**src/rtl/imm_gen_pipe.sv**
```systemverilog
// Pipelined RV32I/RV64I immediate generator with a 2-entry skid buffer on the output.
// Optional feature: define IMM_GEN_CSR_EN to decode CSR*I instructions as fmt Z.
module imm_gen_pipe #(
    parameter int XLEN  = 32,
    parameter int TAG_W = 32
) (
    input  logic             clk_i,
    input  logic             rst_i,
    input  logic             in_valid_i,
    output logic             in_ready_o,
    input  logic [31:0]      instruction_i,
    input  logic [TAG_W-1:0] tag_i,
    output logic             out_valid_o,
    input  logic             out_ready_i,
    output logic [XLEN-1:0]  imm_o,
    output logic [2:0]       fmt_o,
    output logic             illegal_o,
    output logic [TAG_W-1:0] tag_o
);

    generate
        if (XLEN != 32 && XLEN != 64) begin : g_bad_xlen
            $error("imm_gen_pipe: XLEN must be 32 or 64");
        end
    endgenerate

    localparam logic [2:0] FMT_NONE  = 3'd0;
    localparam logic [2:0] FMT_I     = 3'd1;
    localparam logic [2:0] FMT_S     = 3'd2;
    localparam logic [2:0] FMT_B     = 3'd3;
    localparam logic [2:0] FMT_U     = 3'd4;
    localparam logic [2:0] FMT_J     = 3'd5;
    localparam logic [2:0] FMT_SHAMT = 3'd6;
    localparam logic [2:0] FMT_Z     = 3'd7;

    localparam logic [6:0] OPC_OP_IMM    = 7'b0010011;
    localparam logic [6:0] OPC_LOAD      = 7'b0000011;
    localparam logic [6:0] OPC_JALR      = 7'b1100111;
    localparam logic [6:0] OPC_OP_IMM_32 = 7'b0011011;
    localparam logic [6:0] OPC_STORE     = 7'b0100011;
    localparam logic [6:0] OPC_BRANCH    = 7'b1100011;
    localparam logic [6:0] OPC_LUI       = 7'b0110111;
    localparam logic [6:0] OPC_AUIPC     = 7'b0010111;
    localparam logic [6:0] OPC_JAL       = 7'b1101111;
    localparam logic [6:0] OPC_SYSTEM    = 7'b1110011;

    // state | meaning
    // EMPTY | nothing buffered, out_valid_o low
    // ONE   | output register holds an entry
    // FULL  | output register and skid register both hold entries
    localparam logic [1:0] ST_EMPTY = 2'd0;
    localparam logic [1:0] ST_ONE   = 2'd1;
    localparam logic [1:0] ST_FULL  = 2'd2;

    logic [6:0]      opcode;
    logic [2:0]      funct3;
    logic            is_shift;
    logic [XLEN-1:0] imm_d;
    logic [2:0]      fmt_d;
    logic            illegal_d;

    assign opcode   = instruction_i[6:0];
    assign funct3   = instruction_i[14:12];
    assign is_shift = (funct3 == 3'b001) || (funct3 == 3'b101);

    always_comb begin
        imm_d = '0;
        fmt_d = FMT_NONE;
        case (opcode)
            OPC_OP_IMM: begin
                if (is_shift) begin
                    fmt_d = FMT_SHAMT;
                    if (XLEN == 64) imm_d = {{(XLEN-6){1'b0}}, instruction_i[25:20]};
                    else            imm_d = {{(XLEN-5){1'b0}}, instruction_i[24:20]};
                end else begin
                    fmt_d = FMT_I;
                    imm_d = {{(XLEN-12){instruction_i[31]}}, instruction_i[31:20]};
                end
            end
            OPC_LOAD, OPC_JALR: begin
                fmt_d = FMT_I;
                imm_d = {{(XLEN-12){instruction_i[31]}}, instruction_i[31:20]};
            end
            OPC_OP_IMM_32: begin
                // word-sized ops only exist on RV64; on RV32 this opcode is not an immediate
                if (XLEN == 64) begin
                    if (is_shift) begin
                        fmt_d = FMT_SHAMT;
                        imm_d = {{(XLEN-5){1'b0}}, instruction_i[24:20]};
                    end else begin
                        fmt_d = FMT_I;
                        imm_d = {{(XLEN-12){instruction_i[31]}}, instruction_i[31:20]};
                    end
                end
            end
            OPC_STORE: begin
                fmt_d = FMT_S;
                imm_d = {{(XLEN-12){instruction_i[31]}}, instruction_i[31:25],
                         instruction_i[11:7]};
            end
            OPC_BRANCH: begin
                fmt_d = FMT_B;
                imm_d = {{(XLEN-12){instruction_i[31]}}, instruction_i[7],
                         instruction_i[30:25], instruction_i[11:8], 1'b0};
            end
            OPC_LUI, OPC_AUIPC: begin
                fmt_d = FMT_U;
                imm_d = {{(XLEN-31){instruction_i[31]}}, instruction_i[30:12], 12'b0};
            end
            OPC_JAL: begin
                fmt_d = FMT_J;
                imm_d = {{(XLEN-20){instruction_i[31]}}, instruction_i[19:12],
                         instruction_i[20], instruction_i[30:21], 1'b0};
            end
`ifdef IMM_GEN_CSR_EN
            OPC_SYSTEM: begin
                if (funct3[2]) begin
                    fmt_d = FMT_Z;
                    imm_d = {{(XLEN-5){1'b0}}, instruction_i[19:15]};
                end
            end
`else
            OPC_SYSTEM: begin
                fmt_d = FMT_NONE;
            end
`endif
            default: begin
                fmt_d = FMT_NONE;
            end
        endcase
    end

    assign illegal_d = (fmt_d == FMT_NONE);

    logic [1:0]       state;
    logic [1:0]       state_nxt;
    logic             push;
    logic             pop;
    logic [XLEN-1:0]  skid_imm;
    logic [2:0]       skid_fmt;
    logic             skid_illegal;
    logic [TAG_W-1:0] skid_tag;

    assign push = in_valid_i & in_ready_o;
    assign pop  = out_valid_o & out_ready_i;

    always_comb begin
        state_nxt = state;
        case (state)
            ST_EMPTY: if (push) state_nxt = ST_ONE;
            ST_ONE: begin
                if (push && !pop)      state_nxt = ST_FULL;
                else if (pop && !push) state_nxt = ST_EMPTY;
            end
            ST_FULL:  if (pop) state_nxt = ST_ONE;
            default:  state_nxt = ST_EMPTY;
        endcase
    end

    always_ff @(posedge clk_i or posedge rst_i) begin
        if (rst_i) begin
            state        <= ST_EMPTY;
            in_ready_o   <= 1'b1;
            out_valid_o  <= 1'b0;
            imm_o        <= '0;
            fmt_o        <= FMT_NONE;
            illegal_o    <= 1'b0;
            tag_o        <= '0;
            skid_imm     <= '0;
            skid_fmt     <= FMT_NONE;
            skid_illegal <= 1'b0;
            skid_tag     <= '0;
        end else begin
            state       <= state_nxt;
            // ready is a pure function of the next state, so it never sees out_ready_i combinationally
            in_ready_o  <= (state_nxt != ST_FULL);
            out_valid_o <= (state_nxt != ST_EMPTY);
            case (state)
                ST_EMPTY: begin
                    if (push) begin
                        imm_o     <= imm_d;
                        fmt_o     <= fmt_d;
                        illegal_o <= illegal_d;
                        tag_o     <= tag_i;
                    end
                end
                ST_ONE: begin
                    if (push && pop) begin
                        imm_o     <= imm_d;
                        fmt_o     <= fmt_d;
                        illegal_o <= illegal_d;
                        tag_o     <= tag_i;
                    end else if (push) begin
                        skid_imm     <= imm_d;
                        skid_fmt     <= fmt_d;
                        skid_illegal <= illegal_d;
                        skid_tag     <= tag_i;
                    end
                end
                ST_FULL: begin
                    if (pop) begin
                        imm_o     <= skid_imm;
                        fmt_o     <= skid_fmt;
                        illegal_o <= skid_illegal;
                        tag_o     <= skid_tag;
                    end
                end
                default: ;
            endcase
        end
    end

endmodule

```
**config.mk**
```make
export PLATFORM = sky130hd
export DESIGN_NAME = imm_gen_pipe
export DESIGN_NICKNAME = d
export VERILOG_FILES = /design/src/rtl/imm_gen_pipe.sv
export SDC_FILE = /design/constraint.sdc
export NUM_CORES = 1
export LEC_CHECK = 0
export BUFFER_PORTS_ARGS = -buffer_cell sky130_fd_sc_hd__buf_4
export CAP_MARGIN = 30
export CELL_PAD_IN_SITES_DETAIL_PLACEMENT = 0
export CELL_PAD_IN_SITES_GLOBAL_PLACEMENT = 1
export CORE_MARGIN = 2
export CORE_UTILIZATION = 30
export CTS_CLUSTER_SIZE = 14
export DETAILED_ROUTE_END_ITERATION = 6
export GPL_TIMING_DRIVEN = 0
export PLACE_DENSITY_LB_ADDON = 0.1
export SYNTH_ARGS = -nofsm -noshare
export SYNTH_HDL_FRONTEND = slang
export SYNTH_SLANG_ARGS = --single-unit
```
**constraint.sdc**
```tcl
create_clock -name clk_i -period 4.8 [get_ports clk_i]
set_input_delay 0.96 -clock clk_i [delete_from_list [all_inputs] [get_ports clk_i]]
set_output_delay 0.96 -clock clk_i [all_outputs]
set_load 0.02 [all_outputs]
```
==> flow_summary.toml, run 1 <==
[grt]
grt_max_degree = 91
grt_use_total_pct = 18.67
grt-ovfl-total = 0
grt_pass1_wl_um = 31760
antenna_found_initial = 0
grt_pass1_vias = 5736

[timing]
fin_crit_ns = 2.457
setup-tns-final_ns = 0
slew_violations = 0
max_freq_ghz = 0.4071
max-slew-margin-rel_pct = 32.87
setup_viol = 0
setup_ws_ns = 2.343
worstMarginPinSlew_ns = 0.9977
timing.hold.ws_ns = 0.4722
skew_ns = 0.007663
rsz0062_at_grt = "no"
hold_viol_final = 0
fin_crit_sh_pct = 51.18

[setup_path]
cp.required_ns = 5.06
cp_max_fo = 10
cp.arrival_ns = 2.72
critPathLaunchType = "input pin"
endpoint_kind = "flop"
critPathKind = "in2reg"

[power_and_ir_drop]
pwr-share-seq_pct = 35.9
p_total_mw = 5.534
power.internal_mw = 3.418
power_frac_clock_pct = 25.5
p_leak_nw = 3.796
power_density_mw_per_mm2 = 671.5
vdd_drop_max_mv = 0.2685
pwr-share-comb_pct = 38.6
switching_share_pct = 38.23
power.switching_mw = 2.115

[clocking]
htreeDepth = 4
clk_path_buf_depth = 2
clock_sinks = 140
cts_tree = "yes"
clk_latency_ns = 0.42
cts_hold_buf = 0
cts-root-buf = "clkbuf_16"
numCtsBuffers = 17
post_cts_resized = 0
clkTransAtPathRegs_ns = 0.06
post_cts_buffers = 0

[logic_synthesis]
synth_nets = 756
synth_cell_types = 46
postSynthCellCount = 688
synth_warnings = 0
synth_area_leaders = "dfrtp_1, nand2_1, nor2_1"
async_flop_share_pct = 100.0
syn_area_mm2 = 0.006208
yosysTopAreaCellShare_pct = 56.03
synth_seq_cells = 140
yosysTopAreaCell = "dfrtp_1"
synth.avg_cell_area_um2 = 9.024
synth_edf_count = 0
synthFlopType = "dfrtp_1"
yosysSeqAreaShare_pct = 56.45

[die]
coreArea_mm2 = 0.02030
ios = 138
die_h_um = 147.9
die-area_mm2 = 0.02186
die_x_um = 147.9
initial_core_util_pct = 30.58
rows = 52

[cells_and_area]
antenna_cells = 0
final_cell_area_mm2 = 0.008242
nets = 915
area_delta_synth_final_pct = 32.75
drive_above_1_share_pct = 23.86

[routing]
ant_nets = 0
wl_um = 19950
routed_via_density = 4.976
drt_iter0_drc = 318
dr.pass1.iters = 4
vias = 5618
wl_per_cell_um = 17.67
drcViolationCount = 0

[placed_design]
port-buffer-count = 137
place_congestion = 0.7799
pre_cts_ws_ns = 1.693
placed_area_mm2 = 0.007612
dp_hpwl_um = 13890

[run_status]
status = "completed"

[min_path]
hp-class = "reg2reg"

[run]
maxCapViolations = 0
[power by group through the flow]
stage | clock network (mW) | registers [mW] | logic [mW]
floorplan | 0 | 2.26 | 0.992
global placement | 0 | 1.99 | 2.12
detailed placement | 0 | 2.01 | 2.16
CTS | 1.44 | 1.99 | 2.17
global route | 1.50 | 2.06 | 2.36
finish | 1.41 | 1.99 | 2.13
[state kept, by name, indices dropped and copies added (netlist names)]
| signal | count |
|---|---|
| skid_imm | 32 |
| fmt_o | 3 |
| imm_o | 32 |
| in_ready_o | 1 |
| skid_illegal | 1 |
| skid_tag | 32 |
| tag_o | 32 |
| out_valid_o | 1 |
| skid_fmt | 3 |
| state | 2 |
| illegal_o | 1 |
[metrics by stage]
stage / std cells / utilization, %
floorplan: 688 / -
global placement: 1095 / 37.32
detailed placement: 1097 / 37.50
CTS: 1128 / 40.58
global route: 1129 / 40.60
finish: 1129 / 40.60
[routing by layer]
layer | track usage [%] | wire, um | vias up
met3 | 5.679 | 1210 | 22
met1 | 24.67 | 9102 | 2772
li1 | - | - | 2667
met2 | 29.91 | 9416 | 157
met5 | 0 | 0 | -
met4 | 5.095 | 224 | 0
[cell families (layout without fill, tap and decap cells)]
kind of cell	Yosys count	in the layout	synth area share [%]
AO/OA/AOI/OAI	132	132	14.91
buffers and inverters	47	218	3.265
flip-flops	140	140	56.45
multiplexers	2	2	0.3426
AND/OR/NAND/NOR	367	367	25.03
[cells in the mapped netlist, types with 8 or more instances]
cell type	instances
o21ai_0	30
nor3_1	24
a221oi_1	8
and3_1	9
a211oi_1	9
nand2_1	219
a21oi_1	14
buf_2	15
nor2_1	85
dfrtp_1	139
clkbuf_1	23
a31oi_1	44
a211oi_2	10
[cell usage in the layout (no fill, tap or decap), drive strengths merged, types with 9 or more instances in the layout]
cell type and n:
a211oi 19, a21oi 14, a31oi 44, and3 9
buf 163, clkbuf 43, dfrtp 139, nand2 219
nor2 86, nor3 25, o21ai 30
[critical path: stages]
cell      delay, ns
buf_4          0.13
nand2_1        0.13
nand2_1        0.09
nor2_1         0.21
clkbuf_1       0.47
buf_1          0.57
a31oi_1        0.16
[area by class of cell]
type | count | area (um^2)
fillers | 2094 | 12060
flip-flops and latches | 140 | 3505
multi-input cells | 501 | 2501
repair buffers | 140 | 1066
clock buffers | 20 | 456.7
well taps | 270 | 337.8
plain buffers | 46 | 198.9
clock inverters | 11 | 167.7
inverters | 1 | 8.758
[worst paths after layout]
path                       slack [ns]                       end                     start  depth (start not counted)
max                              2.34  skid_imm[21]$_DFFE_PP0P_               out_ready_i                          7
min                              0.47  skid_tag[30]$_DFFE_PP0P_  skid_tag[30]$_DFFE_PP0P_                          2
max reg2reg                      2.51  skid_imm[21]$_DFFE_PP0P_      in_ready_o$_DFF_PP1_                          5
min reg2reg                      0.47  skid_tag[30]$_DFFE_PP0P_  skid_tag[30]$_DFFE_PP0P_                          2
max in group asynchronous        3.38      in_ready_o$_DFF_PP1_                     rst_i                          3
min in group asynchronous        0.58     imm_o[27]$_DFFE_PP0P_                     rst_i                          2
Power figures use the tool's default switching activity.
==> run 2, diff against run 1 <==
ABC_AREA = 1   (was default)
clock period = 2.6 ns   (was 4.8 ns; I/O delays follow)
==> run 2 against run 1 <==
Compared with the run above:
- cell count increased by 24%
- worst setup slack got worse by 1.7 ns
- global-route usage increased by 0.45 points
- critical endpoint is now imm_o[11]$_DFFE_PP0P_
==> flow_summary.toml, run 2 <==
[clocking]
cts_hold_buf = 0
clk_latency_ns = 0.43
numCtsBuffers = 17
cts-root-buf = "clkbuf_16"
htreeDepth = 4
post_cts_buffers = 0
post_cts_resized = 0
clkTransAtPathRegs_ns = 0.06
cts_tree = "yes"
clock_sinks = 140
clk_path_buf_depth = 2

[setup_path]
crit_chain = "inv_2 > nor2_2 > inv_2 > buf_2 > buf_1 > nand3_1 > nand2_1 > nand2_1"
cp.required_ns = 2.91
slowest_stage = "buf_1"
endpoint_kind = "flop"
max_stage_delay_ns = 0.53
cp_max_fo = 10
critPathKind = "reg2reg"
critical_path.endpoint = "imm_o[11]$_DFFE_PP0P_"
crit_start = "state[1]$_DFF_PP0_"
r2r_slack_ns = 0.63
cp.arrival_ns = 2.28
worstReg2RegStart = "state[1]$_DFF_PP0_"
rr_endpoint = "imm_o[11]$_DFFE_PP0P_"
reg2reg_depth = 8
critPathLaunchType = "flop"

[power_and_ir_drop]
p_leak_nw = 4.861
power_density_mw_per_mm2 = 1175
p_total_mw = 10.65
vdd_drop_max_mv = 0.3733

[die]
die-area_mm2 = 0.02443
die_h_um = 156.3
initial_core_util_pct = 30.64
die_x_um = 156.3
rows = 55
coreArea_mm2 = 0.02271
ios = 138

[grt]
grt-ovfl-total = 0
grt_max_degree = 38
grt_use_total_pct = 19.13
grt_pass1_wl_um = 35690
grt_pass1_vias = 6417
antenna_found_initial = 0

[logic_synthesis]
synth_area_leaders = "dfrtp_1, nand2_1, nor2_1"
yosysSeqAreaShare_pct = 50.36
postSynthCellCount = 947
yosysTopAreaCellShare_pct = 49.98
synth_seq_cells = 140
syn_area_mm2 = 0.006959
synth.avg_cell_area_um2 = 7.349
synth_nets = 1015
async_flop_share_pct = 100.0
synthFlopType = "dfrtp_1"
yosysMostFrequentCell = "nand2_1"
synth_warnings = 0
yosys-top-cells-count = "nand2_1, nor2_1, dfrtp_1"
synth_edf_count = 0
yosysTopAreaCell = "dfrtp_1"
synth_cell_types = 24

[min_path]
hp-class = "in2async"

[run_status]
status = "completed"

[placed_design]
dp_hpwl_um = 16370
placed_area_mm2 = 0.008428
place_congestion = 0.8068
pre_cts_ws_ns = 0.5314
port-buffer-count = 137

[cells_and_area]
drive_above_1_share_pct = 20.09
nets = 1175
final_cell_area_mm2 = 0.009064
nFillCells = 2407
layout_common_cells = "nand2_1, nor2_1, buf_4"
area_delta_synth_final_pct = 30.24
post-route-util_pct = 39.91
final_common_cell = "nand2_1"
antenna_cells = 0

[routing]
vias = 6600
drcViolationCount = 0
ant_nets = 0
drt_iter0_drc = 371
dr.pass1.iters = 5
wl_per_cell_um = 16.07
routed_via_density = 4.698
wl_um = 22570

[timing]
max-slew-margin-rel_pct = 50.03
worstMarginPinSlew_ns = 0.7496
hold_viol_final = 0
setup_viol = 0
fin_crit_ns = 1.967
rsz0062_at_grt = "no"
max_freq_ghz = 0.5083
skew_ns = 0.01264
fin_crit_sh_pct = 75.66
setup_ws_ns = 0.6327
slew_violations = 0

[run]
maxCapViolations = 0
[run 2: worst max-delay path: cells and delay by family, from the launching register on]
family,cells,cell delay (ns)
buffers and inverters,4,1.00
and+or+nand+nor,4,0.44
DFF,1,0.42
[run 2: report_power, final]
| part | switching [mW] | internal [mW] |
|---|---|---|
| registers | 0.481 | 3.13 |
| logic | 2.78 | 1.61 |
| clock network | 0.970 | 1.69 |
| total | 4.23 | 6.42 |
[run 2: layout make-up]
class                   instances  area, um^2  area share, %
well taps                     285       356.6          3.934
clock buffers                  22       474.2          5.232
multi-input cells             714        3047          33.61
plain buffers                  58       276.5          3.051
clock inverters                10       161.4          1.781
repair buffers                141        1109          12.23
inverters                      35       135.1          1.491
flip-flops and latches        140        3505          38.67
[run 2: worst min path at each step]
stage	slack [ns]	endpoint	startpoint	cells after the start
final	0.10	tag_o[20]$_DFFE_PP0P_	rst_i	2
after global routing	0.12	skid_tag[23]$_DFFE_PP0P_	rst_i	2
after CTS	0.1	tag_o[20]$_DFFE_PP0P_	rst_i	2
after detailed placement	0.46	skid_tag[0]$_DFFE_PP0P_	skid_tag[0]$_DFFE_PP0P_	2
after global placement	0.46	skid_tag[31]$_DFFE_PP0P_	skid_tag[31]$_DFFE_PP0P_	2
after floorplan	0.45	skid_tag[0]$_DFFE_PP0P_	skid_tag[0]$_DFFE_PP0P_	2
[run 2: routing by layer]
layer  part of all wire, %  GRT usage [%]
met1                    49          26.74
met2                    45          30.52
met3                   4.6          3.434
met4                   1.6          5.155
met5                     0              0
[run 2: cells by family (layout without fill, tap and decap cells)]
group	Yosys count	count (layout)	synth area share, %
AOI/OAI and AO/OA	84	84	7.228
buffers and inverters	93	266	5.861
DFF	140	140	50.36
and+or+nand+nor	630	630	36.55
[run 2: per-stage QoR]
step / TNS [ns] / std cells / hold slack (ns)
after floorplan: 0 / 947 / 0.4492
after global placement: -114.66 / 1369 / 0.4620
after detailed placement: 0 / 1373 / 0.4647
after CTS: 0 / 1405 / 0.09978
after global routing: 0 / 1405 / 0.1168
final: 0 / 1405 / 0.1033
